[src/rtl/ram_arbiter.sv]
// ram_arbiter: two-port round-robin arbiter in front of a single-port RAM with
// a 1-cycle registered read. Port 0 (data) can lock the RAM for atomic
// read-modify-write sequences; port 1 (instruction fetch) is shut out meanwhile.
module ram_arbiter #(
  parameter int ADDR_WIDTH = 14,
  parameter int DATA_WIDTH = 32
) (
  input  logic                  clk,
  input  logic                  reset,
  input  logic                  m0_req,
  input  logic [3:0]            m0_we,
  input  logic                  m0_lock,
  input  logic [ADDR_WIDTH-1:0] m0_addr,
  input  logic [DATA_WIDTH-1:0] m0_wdata,
  output logic                  m0_gnt,
  output logic                  m0_rvalid,
  output logic [DATA_WIDTH-1:0] m0_rdata,
  input  logic                  m1_req,
  input  logic [3:0]            m1_we,
  input  logic [ADDR_WIDTH-1:0] m1_addr,
  input  logic [DATA_WIDTH-1:0] m1_wdata,
  output logic                  m1_gnt,
  output logic                  m1_rvalid,
  output logic [DATA_WIDTH-1:0] m1_rdata,
  output logic                  ram_en,
  output logic [3:0]            ram_we,
  output logic [ADDR_WIDTH-1:0] ram_addr,
  output logic [DATA_WIDTH-1:0] ram_wdata,
  input  logic [DATA_WIDTH-1:0] ram_rdata
);

  typedef enum logic {LOCK_OFF, LOCK_ON} lock_e;
  typedef enum logic {FAV_M0, FAV_M1} fav_e;

  lock_e                 lock_q, lock_d;
  fav_e                  fav_q, fav_d;
  logic                  rv0_q, rv1_q;
  logic                  gnt0, gnt1;
  logic [ADDR_WIDTH-1:0] addr_q;
  logic [DATA_WIDTH-1:0] wdata_q;

  // Grant decision plus next lock/pointer state
  always_comb begin
    // NOTE: every signal written here gets a default first so no path can infer a latch.
    gnt0   = 1'b0;
    gnt1   = 1'b0;
    lock_d = lock_q;
    fav_d  = fav_q;
    if (reset) begin
      if (lock_q == LOCK_ON) begin
        gnt0 = m0_req;
      end else if (m0_req && m1_req) begin
        gnt0 = (fav_q == FAV_M0);
        gnt1 = (fav_q == FAV_M1);
      end else begin
        gnt0 = m0_req;
        gnt1 = m1_req;
      end
    end
    // Any port 0 grant re-arms or releases the lock from its own lock bit.
    if (gnt0) begin
      lock_d = m0_lock ? LOCK_ON : LOCK_OFF;
    end
    // Grants issued while locked leave the pointer alone, so port 1 wins first after release.
    if (lock_q == LOCK_OFF) begin
      if (gnt0) begin
        fav_d = FAV_M1;
      end else if (gnt1) begin
        fav_d = FAV_M0;
      end
    end
  end

  // Mux the granted port onto the RAM; park address/data on the last value when idle
  always_comb begin
    ram_en    = gnt0 | gnt1;
    ram_we    = '0;
    ram_addr  = addr_q;
    ram_wdata = wdata_q;
    if (gnt0) begin
      ram_we    = m0_we;
      ram_addr  = m0_addr;
      ram_wdata = m0_wdata;
    end else if (gnt1) begin
      ram_we    = m1_we;
      ram_addr  = m1_addr;
      ram_wdata = m1_wdata;
    end
  end

  // Arbitration state and read-response flags, synchronous active-low reset
  always_ff @(posedge clk) begin
    // NOTE: sequential state uses non-blocking assignments so all registers update together.
    if (!reset) begin
      lock_q <= LOCK_OFF;
      fav_q  <= FAV_M0;
      rv0_q  <= 1'b0;
      rv1_q  <= 1'b0;
    end else begin
      lock_q <= lock_d;
      fav_q  <= fav_d;
      rv0_q  <= gnt0 && (m0_we == 4'b0000);
      rv1_q  <= gnt1 && (m1_we == 4'b0000);
    end
  end

  // Remember the last driven address/data so idle cycles do not toggle the RAM bus
  always_ff @(posedge clk) begin
    // NOTE: these are pure datapath holding registers; their value only matters when ram_en
    // is low, so they carry no reset.
    if (ram_en) begin
      addr_q  <= ram_addr;
      wdata_q <= ram_wdata;
    end
  end

  assign m0_gnt    = gnt0;
  assign m1_gnt    = gnt1;
  assign m0_rvalid = rv0_q && reset;
  assign m1_rvalid = rv1_q && reset;
  assign m0_rdata  = ram_rdata;
  assign m1_rdata  = ram_rdata;

endmodule

[config.mk]
export PLATFORM = sky130hd
export DESIGN_NAME = ram_arbiter
export DESIGN_NICKNAME = d
export VERILOG_FILES = /design/src/rtl/ram_arbiter.sv
export SDC_FILE = /design/constraint.sdc
export NUM_CORES = 1
export LEC_CHECK = 0
export CAP_MARGIN = 5
export CORE_MARGIN = 5
export CORE_UTILIZATION = 34
export DETAILED_ROUTE_END_ITERATION = 8
export PLACE_DENSITY_LB_ADDON = 0.08
export REMOVE_ABC_BUFFERS = 1
export SYNTH_ARGS = -nofsm -noshare
export SYNTH_HDL_FRONTEND = slang
export SYNTH_SLANG_ARGS = --single-unit
[constraint.sdc]
create_clock -name clk -period 4.7 [get_ports clk]
set_input_delay 0.705 -clock clk [delete_from_list [all_inputs] [get_ports clk]]
set_output_delay 0.705 -clock clk [all_outputs]
set_load 0.05 [all_outputs]
* Word-level counts from Yosys, hierarchy flattened
Cells that the tools add are included.
Word-level totals: flip-flop bits (word level) 50, input bits 137, output and inout port bits 119
Cells by class: mux-type cells 15, reductions and logical operators 9, bitwise logic cells 3
Operators by type and width (count):
- two-way mux 32 bit | 2
- two-way mux 14 bit | 2
- two-way mux 1 bit | 9
- zero test 4 bit | 2
- two-way mux 4 bit | 2
- logical AND 1 bit | 5
- NOT 1 bit | 2
- AND reduction 2 bit | 1
- nonzero test 2 bit | 1
- bitwise OR 1 bit | 1

* Logic depth before layout (Yosys ltp)
depth in word-level cells 6, gate-level depth with buffers 6

* Least setup slack after synthesis
OpenSTA, ideal clock, no wires.
path kind input-to-output, from input port m0_req, to output port ram_en, arrival 3.874 ns, stages 4, buffers on the path 2, path slack 0.121 ns, cells stage by stage nor2b_4 -> buf_6 -> clkbuf_1 -> o21ai_1
Between the ends: word-level cells in the longest chain between the ends 5
Ends and longest elaborated chain:
- from (decl) | RTL line 10 | input logic m0_req,
- logical AND 1 bit | RTL line 52 | end else if (m0_req && m1_req) begin
- two-way mux 1 bit | RTL line 52
- two-way mux 1 bit | RTL line 50 | if (lock_q == LOCK_ON) begin
- two-way mux 1 bit | RTL line 49 | if (reset) begin
- bitwise OR 1 bit (*) | RTL line 76 | ram_en = gnt0 | gnt1;
- to (decl) | RTL line 25 | output logic ram_en,
Mark *: on every way between the ends. The rest lies on a longest branch, timed or not.

* Worst setup path in the final report
from input port reset, to output port m1_gnt
Between the ends: word-level cells in the longest chain between the ends 1
Ends and longest elaborated chain:
- from (decl) | RTL line 9 | input logic reset,
- two-way mux 1 bit | RTL line 49
- to (decl) | RTL line 22 | output logic m1_gnt,
No other way between the ends.

==> results_dict.tcl <==
set metrics [dict create \
    synth_top_area_cell "edfxtp_1" \
    slew_headroom 0.274 \
    min_period_over_period 0.803 \
    layout_commonest_cell "clkdlybuf4s50_1" \
    clkTransAtPathRegs_ps 90 \
    placementRows 37 \
    vias 3090 \
    post-route-drc-count 0 \
    hpwl_um 9290 \
    grt_pass1_wl_um 19200 \
    die_h_um 112 \
    drtAntennaViolNets 0 \
    hp-class "reg2reg" \
    power_frac_clock 0.181 \
    fin_area_mm2 0.00504 \
    start_util 0.345 \
    cts_buffers 5 \
    total_power_w 0.00149 \
    wl_per_cell_um 22.6 \
    cts-root-buf "clkbuf_8" \
    worst-path-stages 4 \
    cp_data_arrival_time_ps 3070 \
    die_area_mm2 0.0125 \
    synth_seq_area_share 0.414 \
    p_per_area_mw_per_mm2 296 \
    tritoncts "yes" \
    tns_ps 0 \
    yosysWarnings 0 \
    cts_resized 0 \
    outcome "complete, no violations" \
    synth_ff_type "edfxtp_1" \
    r2r-end "addr_q[10]$_DFFE_PP_" \
    ys_seq_elements 50 \
    rsz0062_at_grt "false" \
    tightestPinTransition_ps 1090 \
    path_cells "clkdlybuf4s50_1, nand3b_4, nor2_1, clkdlybuf4s50_1" \
    fmax_ghz 0.265 \
    hold_viol_final 0 \
    placed_area_mm2 0.00495 \
    clk_latency_ps 310 \
    stdcell_count 571 \
    comb_power_share 0.450 \
    clock_skew_ps 8.46 \
    crit_end "m1_gnt" \
    dp.cells 563 \
    utilization 0.492 \
    antenna_found_initial 0 \
    crit_required_ps 3990 \
    clk_path_buf_depth 2 \
    dr.pass1.iters 4 \
    grt_pass1_vias 3094 \
    timing.rr.start "lock_q$_SDFFE_PN0P_" \
    swShare 0.361 \
    cap_violations 0 \
    switchingPower_w 0.000537 \
    slowest_stage "clkdlybuf4s50_1" \
    synthArstFlopShare 0 \
    grt-ovfl-total 0 \
    worst_setup_path_end_kind "output pin" \
    gr-usage-all-layers 0.198 \
    critPathLaunch "reset" \
    ir_drop_v 0.000127 \
    layout_common_cells "clkdlybuf4s50_1 (107), nor3_1 (47)" \
    rrSetupSlack_ps 2210 \
    globalplace.congestion 0.754 \
    slew_violations 0 \
    layout.nets 571 \
    period_needed_ps 3770 \
    path_buf_inv 2 \
    drive_gt1_frac 0.170 \
    core_area_mm2 0.0102 \
    crit_type "in2out" \
    cts_sinks 50 \
    synth_area_leaders "edfxtp_1 (39%), buf_4 (14%), or3b_1 (11%), a31oi_1 (8.2%), nor3_1 (6.7%)" \
    synthDominantCellAreaShare 0.392 \
    die_w_um 112 \
    ioPinCount 256 \
    ctsHoldBuffers 0 \
    wl_um 12900 \
    start_kind "input port" \
    synthToLayoutAreaGrowth_pct 42.8 \
    htreeDepth 2 \
    cp_top_family "buffers and inverters" \
    setup_viol 0 \
    r2r_cells 4 \
    p_leak_nw 1.73 \
    cpMostUsedCell "clkdlybuf4s50_1" \
    max_stage_delay_ps 890 \
    synth_edf_count 46 \
    drt_iter0_drc 121 \
    syn_area_mm2 0.00353 \
    post_cts_buffers 0 \
    p_seq_frac 0.369 \
    synth_area_per_cell_um2 9.77 \
    synth_cell_types 28 \
    port_buffers 159 \
    grt_start_max_net_pins 57 \
    viasPerCell 5.41 \
    p_int_w 0.000952 \
    n_antenna_cell 0 \
    postSynthCellCount 361 \
    crit_fanout 40 \
]
==> tightest hold or removal path: cells and delay by family (launching register included) <==
| kind | cells | cell delay, ps |
|---|---|---|
| and+or+nand+nor | 1 | 50 |
| AOI/OAI and AO/OA | 1 | 110 |
| DFF | 1 | 340 |
==> synthesized netlist by cell type, types with 4 or more instances <==
library cell	instances
buf_4	65
a22o_1	4
dfxtp_1	4
o21ai_0	46
a31oi_1	46
buf_2	4
or3b_1	46
clkbuf_1	17
buf_6	11
nor3_1	47
nor2_1	4
edfxtp_1	46
==> worst min-delay path by stage <==
stage | from | endpoint | slack [ps] | depth (start not counted)
4_1_cts | lock_q$_SDFFE_PN0P_ | lock_q$_SDFFE_PN0P_ | 550 | 2
3_5_place_dp | lock_q$_SDFFE_PN0P_ | lock_q$_SDFFE_PN0P_ | 530 | 2
5_1_grt | lock_q$_SDFFE_PN0P_ | lock_q$_SDFFE_PN0P_ | 630 | 2
2_1_floorplan | lock_q$_SDFFE_PN0P_ | lock_q$_SDFFE_PN0P_ | 500 | 2
3_3_place_gp | lock_q$_SDFFE_PN0P_ | lock_q$_SDFFE_PN0P_ | 530 | 2
6_report | lock_q$_SDFFE_PN0P_ | lock_q$_SDFFE_PN0P_ | 550 | 2
==> layer usage <==
| metal | global-route usage | vias to the layer above | wire [µm] |
|---|---|---|---|
| li1 | - | 1445 | - |
| met1 | 0.265 | 1422 | 5690 |
| met2 | 0.248 | 209 | 4850 |
| met3 | 0.151 | 10 | 2160 |
| met4 | 0.0341 | 4 | 100 |
| met5 | 0.0549 | - | 99 |
==> registers in the layout, indices dropped and copies added, names as in the netlist <==
name / flops
lock_q: 1
wdata_q: 32
fav_q: 1
rv1_q: 1
addr_q: 14
rv0_q: 1
==> cells by family (layout without fill, tap and decap cells) <==
family,count (synthesis),count (layout),synth area share
flip-flops,50,50,0.414
AO/OA/AOI/OAI,100,100,0.163
AND/OR/NAND/NOR,109,109,0.213
buffers and inverters,102,176,0.209
==> metrics by stage <==
| step | hold WS, ps | setup slack (ps) |
|---|---|---|
| 3_5_place_dp | 533 | 947 |
| 6_report | 547 | 927 |
| 3_3_place_gp | 532 | 971 |
| 2_1_floorplan | 501 | -211 |
| 4_1_cts | 546 | 944 |
| 5_1_grt | 633 | 780 |
==> final cells by class <==
class,count,area (µm²)
Tap cell,136,170
Sequential cell,50,1460
Clock buffer,8,90.1
Inverter,2,7.51
Timing Repair Buffer,166,1960
Multi-Input combinational cell,209,1340
Fill cell,987,5190
==> power groups by stage <==
stage,logic (W),clock network (W),registers (W)
3_5_place_dp,0.000674,0,0.000559
4_1_cts,0.000676,0.000281,0.000550
3_3_place_gp,0.000672,0,0.000559
6_report,0.000670,0.000270,0.000549
5_1_grt,0.000706,0.000301,0.000553
2_1_floorplan,0.000324,0,0.000560
(Power assumes the default switching activity.)
